## src/rtl/bcd_time_counter_if.sv

```systemverilog
// Control and display bundle for bcd_time_counter.
// The master drives the run/preset/rate controls; the slave returns the count and its strobes.
interface bcd_time_counter_if #(
  parameter int unsigned NUM_DIGITS = 2,
  parameter int unsigned DIV_W      = 28
);
  logic                    run;
  logic                    up;
  logic                    load;
  logic [4*NUM_DIGITS-1:0] load_value;
  logic [DIV_W-1:0]        lim;
  logic [4*NUM_DIGITS-1:0] bcd;
  logic [7*NUM_DIGITS-1:0] hex;
  logic                    tick;
  logic                    wrap;

  modport master (
    output run, up, load, load_value, lim,
    input  bcd, hex, tick, wrap
  );

  modport slave (
    input  run, up, load, load_value, lim,
    output bcd, hex, tick, wrap
  );
endinterface

```

## src/rtl/bcd_time_counter.sv

```systemverilog
// Multi-digit BCD modulo counter with a programmable tick divider, preset load,
// up/down direction, a wrap pulse for cascading and per-digit seven-segment decode.
module bcd_time_counter #(
  parameter int unsigned NUM_DIGITS = 2,
  parameter int unsigned MOD        = 24,
  parameter int unsigned DIV_W      = 28
) (
  input  logic              CLOCK_50,
  input  logic              reset,
  bcd_time_counter_if.slave bus
);

  localparam int unsigned W = 4 * NUM_DIGITS;

  function automatic logic [W-1:0] to_bcd(input int unsigned v);
    logic [W-1:0] r;
    int unsigned  x;
    r = '0;
    x = v;
    for (int d = 0; d < int'(NUM_DIGITS); d++) begin
      r[4*d+:4] = 4'(x % 10);
      x         = x / 10;
    end
    return r;
  endfunction

  function automatic logic [6:0] seg7(input logic [3:0] v);
    logic [6:0] s;
    unique case (v)
      4'd0:    s = 7'b1000000;
      4'd1:    s = 7'b1111001;
      4'd2:    s = 7'b0100100;
      4'd3:    s = 7'b0110000;
      4'd4:    s = 7'b0011001;
      4'd5:    s = 7'b0010010;
      4'd6:    s = 7'b0000010;
      4'd7:    s = 7'b1111000;
      4'd8:    s = 7'b0000000;
      4'd9:    s = 7'b0010000;
      default: s = 7'b1111111;
    endcase
    return s;
  endfunction

  localparam logic [W-1:0] MaxBcd = to_bcd(MOD - 1);

  logic [DIV_W-1:0] div_q, div_d;
  logic [W-1:0]     bcd_q, bcd_d;
  logic             wrap_q, wrap_d;

  logic [W-1:0]     inc_val, dec_val;
  logic             load_ok;
  int unsigned      load_bin;

  assign bus.tick = bus.run && (div_q == '0);
  assign bus.bcd  = bcd_q;
  assign bus.wrap = wrap_q;

  // Ripple increment/decrement across digits; only used when not at a wrap boundary.
  always_comb begin
    logic carry;
    logic borrow;
    inc_val = bcd_q;
    dec_val = bcd_q;
    carry   = 1'b1;
    borrow  = 1'b1;
    for (int d = 0; d < int'(NUM_DIGITS); d++) begin
      if (carry) begin
        if (inc_val[4*d+:4] == 4'd9) begin
          inc_val[4*d+:4] = 4'd0;
        end else begin
          inc_val[4*d+:4] = inc_val[4*d+:4] + 4'd1;
          carry           = 1'b0;
        end
      end
      if (borrow) begin
        if (dec_val[4*d+:4] == 4'd0) begin
          dec_val[4*d+:4] = 4'd9;
        end else begin
          dec_val[4*d+:4] = dec_val[4*d+:4] - 4'd1;
          borrow          = 1'b0;
        end
      end
    end
  end

  always_comb begin
    load_ok  = 1'b1;
    load_bin = 0;
    for (int d = int'(NUM_DIGITS) - 1; d >= 0; d--) begin
      if (bus.load_value[4*d+:4] > 4'd9) load_ok = 1'b0;
      load_bin = load_bin * 10 + 32'(bus.load_value[4*d+:4]);
    end
    if (load_bin >= MOD) load_ok = 1'b0;
  end

  always_comb begin
    div_d  = div_q;
    bcd_d  = bcd_q;
    wrap_d = 1'b0;
    if (bus.load) begin
      bcd_d = load_ok ? bus.load_value : '0;
      div_d = bus.lim;
    end else begin
      if (bus.run) begin
        div_d = (div_q == '0) ? bus.lim : div_q - DIV_W'(1);
      end
      if (bus.tick) begin
        if (bus.up) begin
          if (bcd_q == MaxBcd) begin
            bcd_d  = '0;
            wrap_d = 1'b1;
          end else begin
            bcd_d = inc_val;
          end
        end else begin
          if (bcd_q == '0) begin
            bcd_d  = MaxBcd;
            wrap_d = 1'b1;
          end else begin
            bcd_d = dec_val;
          end
        end
      end
    end
  end

  always_ff @(posedge CLOCK_50 or negedge reset) begin
    if (!reset) begin
      div_q  <= '0;
      bcd_q  <= '0;
      wrap_q <= 1'b0;
    end else begin
      div_q  <= div_d;
      bcd_q  <= bcd_d;
      wrap_q <= wrap_d;
    end
  end

  always_comb begin
    bus.hex = '1;
    for (int d = 0; d < int'(NUM_DIGITS); d++) begin
      bus.hex[7*d+:7] = seg7(bcd_q[4*d+:4]);
    end
  end

endmodule

```

## src/flat_wrapper.sv

```systemverilog
// flat-port wrapper written by rule: the top's interface ports become plain ports
module bcd_time_counter_flat 
#(
  parameter int unsigned NUM_DIGITS = 2,
  parameter int unsigned MOD        = 24,
  parameter int unsigned DIV_W      = 28
)
  (CLOCK_50, reset, bus_run, bus_up, bus_load, bus_load_value, bus_lim, bus_bcd, bus_hex, bus_tick, bus_wrap);
  bcd_time_counter_if #(.NUM_DIGITS(NUM_DIGITS), .DIV_W(DIV_W)) bus_i ();
  input  logic CLOCK_50;
  input  logic reset;
  input wire logic [$bits(bus_i.run)-1:0] bus_run;
  input wire logic [$bits(bus_i.up)-1:0] bus_up;
  input wire logic [$bits(bus_i.load)-1:0] bus_load;
  input wire logic [$bits(bus_i.load_value)-1:0] bus_load_value;
  input wire logic [$bits(bus_i.lim)-1:0] bus_lim;
  output wire logic [$bits(bus_i.bcd)-1:0] bus_bcd;
  output wire logic [$bits(bus_i.hex)-1:0] bus_hex;
  output wire logic [$bits(bus_i.tick)-1:0] bus_tick;
  output wire logic [$bits(bus_i.wrap)-1:0] bus_wrap;
  assign bus_i.run = bus_run;
  assign bus_i.up = bus_up;
  assign bus_i.load = bus_load;
  assign bus_i.load_value = bus_load_value;
  assign bus_i.lim = bus_lim;
  assign bus_bcd = bus_i.bcd;
  assign bus_hex = bus_i.hex;
  assign bus_tick = bus_i.tick;
  assign bus_wrap = bus_i.wrap;
  bcd_time_counter #(.NUM_DIGITS(NUM_DIGITS), .MOD(MOD), .DIV_W(DIV_W)) u_core (.CLOCK_50(CLOCK_50), .reset(reset), .bus(bus_i));
endmodule
```

## config.mk

```make
export PLATFORM = sky130hd
export DESIGN_NAME = bcd_time_counter_flat
export DESIGN_NICKNAME = d
export VERILOG_FILES = /design/src/rtl/bcd_time_counter_if.sv /design/src/rtl/bcd_time_counter.sv /design/src/flat_wrapper.sv
export SDC_FILE = /design/constraint.sdc
export NUM_CORES = 1
export LEC_CHECK = 0
export ABC_AREA = 1
export ABC_CLOCK_PERIOD_IN_PS = 1950
export CORE_MARGIN = 5
export CORE_UTILIZATION = 55
export CTS_BUF_LIST = sky130_fd_sc_hd__clkbuf_8
export DETAILED_ROUTE_END_ITERATION = 12
export PLACE_DENSITY = 0.89
export SLEW_MARGIN = 20
export SYNTH_ARGS = -nofsm -noshare
export SYNTH_HDL_FRONTEND = slang
export SYNTH_SLANG_ARGS = --single-unit
export TNS_END_PERCENT = 5
```

## constraint.sdc

```tcl
create_clock -name CLOCK_50 -period 1.95 [get_ports CLOCK_50]
set_clock_uncertainty 0.05 [all_clocks]
set_input_delay 0.585 -clock CLOCK_50 [delete_from_list [all_inputs] [get_ports CLOCK_50]]
set_output_delay 0.585 -clock CLOCK_50 [all_outputs]
set_load 0.005 [all_outputs]
```

==> results_dict.tcl, run 1 <==
set metrics [dict create \
    status "finished, violations left" \
    violations "negative setup slack" \
    tritoncts "built" \
    drc 0 \
    overflow 0 \
    cts_max_level 2 \
    power_frac_seq_pct 22.1 \
    grt_util_all_layers_pct 32.61 \
    ir_drop_mv 0.4503 \
    worstSetupPathType "input port to register" \
    cellPowerDensity_nw_per_um2 800.6 \
    antenna_left 0 \
    cp_max_fo 8 \
    first_pass_iters 5 \
    hold_class "register to register" \
    hold_viol_final 0 \
    antenna_found_initial 0 \
    seqCellArea_um2 927.1 \
    cp-start-kind "input port" \
    die_h_um 92.43 \
    pin_count 65 \
    antenna_cells 0 \
    endpoint_kind "register" \
    synth_area_leader_cell "dfrtp_1" \
    detail_route.vias_per_cell 5.906 \
    switchingPower_mw 2.023 \
    portBuffers 64 \
    synth_top_cells_by_area "dfrtp_1 (25%), nand2_1 (22%), inv_1 (9.6%), nand3_1 (8.4%), nor2_1 (7.1%)" \
    drive_gt1_share_pct 29.22 \
    clkTransAtPathRegs_ns 0.08 \
    ys_ff_latch 37 \
    ys_types 30 \
    cts_sinks 37 \
    required_ns 2.14 \
    p_clk_share_pct 12.3 \
    syn_inst 625 \
    slew_headroom_pct 67.62 \
    worstSkewPairLatency_ns 0.30 \
    synthToLayoutAreaGrowth_pct 56.38 \
    hold_buffers 0 \
    vias 5262 \
    wl_per_cell_um 16.96 \
    fin_crit_ns 2.381 \
    sw_frac_of_total_pct 43.23 \
    finalNetCount 873 \
    clock-root-buffer "clkbuf_8" \
    hold_slack_ns 0.5560 \
    rows 30 \
    gp_congestion 1.010 \
    tightest_slew_ns 0.4840 \
    final_cell_mix "nand2_1 (199), buf_4 (113), inv_1 (85)" \
    syn_nets 687 \
    yosysWarnings 0 \
    fmax_ghz 0.4200 \
    synth_top_area_share_pct 24.77 \
    dieWidth_um 92.43 \
    slew_violations 0 \
    arrival_ns 2.57 \
    fillerInstances 341 \
    start_util_pct 55.62 \
    grt_pass1_wl_um 22830 \
    grt_pass1_vias 5189 \
    syn_area_per_cell_um2 5.980 \
    dieArea_um2 8543 \
    finalSetupTns_ns -7.451 \
    grt_max_degree 38 \
    netlist_area_um2 3737 \
    drt-initial-drc-count 515 \
    p_comb_share_pct 65.6 \
    cts_buffers 5 \
    p_int_mw 2.656 \
    power.leakage_nw 3.173 \
    multi_input_area_um2 2669 \
    fin_ws_ns -0.4312 \
    drt_wl_total_um 15110 \
    clock_path_buffers 2 \
    yosysSeqAreaShare_pct 24.77 \
    hpwl_um 9868 \
    core_area_um2 6719 \
    finalSetupViolCount 48 \
    final_common_cell "nand2_1" \
    period_share_pct 122.1 \
    cap_violations 0 \
    rsz0062_at_grt "true" \
    power_mw 4.679 \
]
-- per-layer routing --
layer / up-vias / GRT usage (%) / share of wire, %
li1: 2336 / - / -
met1: 2422 / 33.64 / 34
met2: 391 / 59.34 / 50
met3: 113 / 6.011 / 8.9
met4: 0 / 22.15 / 7.1
met5: - / 0 / 0
-- through the flow --
stage	instances	utilization [%]	area, µm²	setup slack, ns
after global routing	891	86.98	5844	-0.5004
after global placement	868	79.68	5354	-0.8176
after detailed placement	868	79.68	5354	-0.9567
after floorplan	625	-	3784	-0.2571
after CTS	889	85.10	5718	-0.2630
final	891	86.98	5844	-0.4312
-- cell usage after synthesis --
master    instances
fa_1              2
nand4_1          23
o211ai_1          2
nor3_1            1
nand2_1         218
nor2_2            4
xnor2_1           1
xor2_1           13
o21ai_1          13
and3b_1           1
dfrtp_1          37
nand2_2           3
nand3_1          63
clkinv_1          1
buf_1             1
nand3_2           1
nor2_4            4
nor2_1           71
ha_1             19
or2_2             2
inv_1            96
buf_6             5
a21oi_1           6
inv_2             1
o21ai_2           2
o21ai_4           1
clkbuf_1          5
buf_2             3
nand2_4           1
o21ai_0          25
-- final timing paths --
kind	startpoint	endpoint	slack [ns]	cells past startpoint
max reg2reg	u_core.div_q[0]	u_core.div_q[24]	-0.23	16
min	u_core.div_q[0]	u_core.div_q[0]	0.56	3
min in group asynchronous	reset	u_core.div_q[27]	0.60	2
max in group asynchronous	reset	u_core.bus.bcd[2]	1.02	2
max	bus_load_value[5]	u_core.bus.bcd[5]	-0.43	13
min reg2reg	u_core.div_q[0]	u_core.div_q[0]	0.56	3
-- logic make-up (layout without fill, tap and decap cells) --
group,count (synthesis),in the layout,share of synthesized area (%)
xor+xnor,14,14,3.281
fa+ha+maj,21,21,7.432
flops,37,37,24.77
simple gates,392,392,44.96
compound gates,49,49,7.198
buf+inv,112,298,12.35
-- worst max-delay path, cell delays in order --
cell	delay, ns
buf_8	0.10
ha_4	0.27
ha_4	0.14
inv_2	0.03
fa_1	0.51
inv_1	0.07
o21ai_1	0.09
inv_1	0.11
a21oi_4	0.25
nand4_1	0.15
nand2_1	0.12
nand2_1	0.05
nand2_1	0.08
-- final cells by class --
class | instances | share of cell area, %
Clock buffer | 6 | 1.413
Sequential cell | 37 | 15.86
Timing Repair Buffer | 193 | 28.99
Tap cell | 80 | 1.713
Clock inverter | 1 | 0.06423
Multi-Input combinational cell | 476 | 45.66
Inverter | 98 | 6.294
-- power by group through the flow --
stage / Combinational, mW / Sequential [mW] / Clock [mW]
global placement: 2.60 / 1.01 / 0
detailed placement: 2.72 / 1.02 / 0
CTS: 2.86 / 1.01 / 0.569
floorplan: 1.17 / 1.05 / 0
finish: 3.07 / 1.03 / 0.576
global route: 3.31 / 1.04 / 0.602
-- registers in the layout, indices dropped and copies added, names as in the netlist --
register / cells
u_core.div_q: 28
u_core.bus.bcd: 8
u_core.bus.wrap: 1
-- what timing repair did --
action                                  4_1_cts  5_1_grt
pin swaps                                    24       23
gates resized for setup                     130       39
endpoints found under the setup margin       58       54
setup buffers                                14        2
(Power assumes the default switching activity.)
==> inputs of run 2 (changes only) <==
--- a/config.mk
+++ b/config.mk
@@ -7,8 +7,10 @@
 export LEC_CHECK = 0
 export ABC_AREA = 1
 export ABC_CLOCK_PERIOD_IN_PS = 1950
+export CELL_PAD_IN_SITES_DETAIL_PLACEMENT = 1
+export CELL_PAD_IN_SITES_GLOBAL_PLACEMENT = 1
 export CORE_MARGIN = 5
-export CORE_UTILIZATION = 55
+export CORE_UTILIZATION = 38
 export CTS_BUF_LIST = sky130_fd_sc_hd__clkbuf_8
 export DETAILED_ROUTE_END_ITERATION = 12
 export PLACE_DENSITY = 0.89
==> results_dict.tcl, run 2 (same netlist as run 1, synthesis figures left out) <==
set metrics [dict create \
    rr_startpoint "u_core.div_q[4]" \
    crit_path_start "bus_load_value[5]" \
    worstSetupPathType "input port to register" \
    cp_max_fo 8 \
    hpwl_um 12890 \
    largest_reg_flops 28 \
    rsz0062_at_grt "true" \
    grt_pass1_vias 5972 \
    cp-start-kind "input port" \
    hold_slack_ns 0.1774 \
    clock_path_buffers 2 \
    tritoncts "built" \
    first_pass_iters 5 \
    reg2reg_depth 14 \
    worstReg2RegEnd "u_core.bus.bcd[7]" \
    drt_wl_total_um 21080 \
    final_common_cell "nand2_1" \
    antenna_left 0 \
    gp_congestion 0.9335 \
    dp_cells 924 \
    finalSetupViolCount 53 \
    p_clk_share_pct 13.2 \
    fin_area_um2 6046 \
    vias 5416 \
    slew_headroom_pct 65.87 \
    fmax_ghz 0.4191 \
    power_frac_seq_pct 20.5 \
    slew_violations 0 \
    regMostFlops "u_core.div_q" \
    p_int_mw 2.747 \
    power_mw 5.151 \
    power.leakage_nw 3.216 \
    hold_viol_final 0 \
    dieWidth_um 109.2 \
    sw_frac_of_total_pct 46.67 \
    dieArea_um2 11920 \
    hold_class "input port to asynchronous set/reset pin" \
    p_comb_share_pct 66.4 \
    place_ws_ns -1.106 \
    die_h_um 109.2 \
    grt_pass1_wl_um 31570 \
    reg2reg_slack_ns -0.32 \
    period_share_pct 122.4 \
    cap_violations 0 \
    cts_sinks 37 \
    antenna_found_initial 0 \
    path_cells "buf_8 > ha_4 > ha_4 > inv_2 > fa_2 > inv_2 > o21ai_2 > inv_2 > a21oi_4 > nand4_1 > nand2_1 > nand2_1 > nand2_1" \
    placed_area_um2 5450 \
    required_ns 2.16 \
    critPathSlowestCell "fa_2" \
    fin_crit_ns 2.386 \
    cellPowerDensity_nw_per_um2 852.0 \
    grt_util_all_layers_pct 34.56 \
    finalNetCount 876 \
    tightest_slew_ns 0.5101 \
    drc 0 \
    drt-initial-drc-count 411 \
    violations "negative setup slack" \
    core_area_um2 9684 \
    pin_count 65 \
    final_cell_mix "nand2_1 (190), buf_4 (115), inv_1 (77)" \
    worstSkewPairLatency_ns 0.32 \
    start_util_pct 38.59 \
    portBuffers 64 \
    grt_max_degree 38 \
    ir_drop_mv 0.4290 \
    crit_path_end "u_core.bus.bcd[0]" \
    drive_gt1_share_pct 34.48 \
    antenna_cells 0 \
    cts_buffers 5 \
    fin_ws_ns -0.4361 \
    detail_route.vias_per_cell 5.713 \
    clock-root-buffer "clkbuf_8" \
    status "finished, violations left" \
    cts_max_level 2 \
    wl_per_cell_um 22.23 \
    hold_buffers 0 \
    switchingPower_mw 2.404 \
    final_cells 948 \
    rows 36 \
    arrival_ns 2.59 \
    clkTransAtPathRegs_ns 0.10 \
    synthToLayoutAreaGrowth_pct 61.77 \
    overflow 0 \
    critPathMaxStageDelay_ns 0.57 \
    endpoint_kind "register" \
]
==> run 2: per-stage QoR <==
stage          util [%]  setup TNS [ns]
6_report          62.43          -12.01
5_1_grt           62.43          -15.50
4_1_cts           60.98          -9.335
3_5_place_dp      56.28          -15.48
3_3_place_gp      56.28          -12.00
2_1_floorplan         -          -2.016
==> run 2: layout make-up <==
type | instances | area [µm²]
timing repair buffer | 196 | 1707
clock inverter | 1 | 5.005
clock buffer | 7 | 96.34
fill | 1271 | 3638
tap | 133 | 166.4
sequential | 37 | 927.1
multi-input combinational | 476 | 2776
inverter | 98 | 367.9
==> run 2: worst min-delay path by stage <==
stage                    start           endpoint  slack, ns
3_3_place_gp   u_core.div_q[0]    u_core.div_q[0]       0.48
6_report                 reset   u_core.div_q[16]       0.18
2_1_floorplan            reset  u_core.bus.bcd[0]       0.24
3_5_place_dp   u_core.div_q[0]    u_core.div_q[0]       0.49
4_1_cts                  reset    u_core.bus.wrap       0.20
5_1_grt                  reset   u_core.div_q[18]       0.21
==> run 2: metal layers <==
layer  global-route usage (%)  routed length, µm  vias up
met3                    6.927               1251      125
met5                        0                  0        -
met4                    22.53               1253        0
li1                         -                  -     2334
met1                    36.40               7836     2624
met2                    62.15              10740      333
==> run 2: worst max-delay path, delay by kind of cell <==
kind / cells / cell delay, ns
buffers and inverters: 4 / 0.27
AOI/OAI and AO/OA: 2 / 0.31
adders and majority gates: 3 / 0.98
and+or+nand+nor: 4 / 0.45
==> run 2: power by group through the flow <==
stage	logic [mW]	clock network (mW)	registers, mW
after floorplan	1.17	0	1.05
after global placement	2.64	0	1.01
after detailed placement	2.85	0	1.03
after CTS	3.02	0.650	1.03
after global routing	3.62	0.700	1.06
final	3.42	0.678	1.05
==> run 2: timing repair <==
| item | CTS | global route |
|---|---|---|
| endpoints found under the setup margin | 41 | 55 |
| gates resized for setup | 149 | 67 |
| buffers inserted | 15 | 1 |
| pin swaps | 26 | 14 |
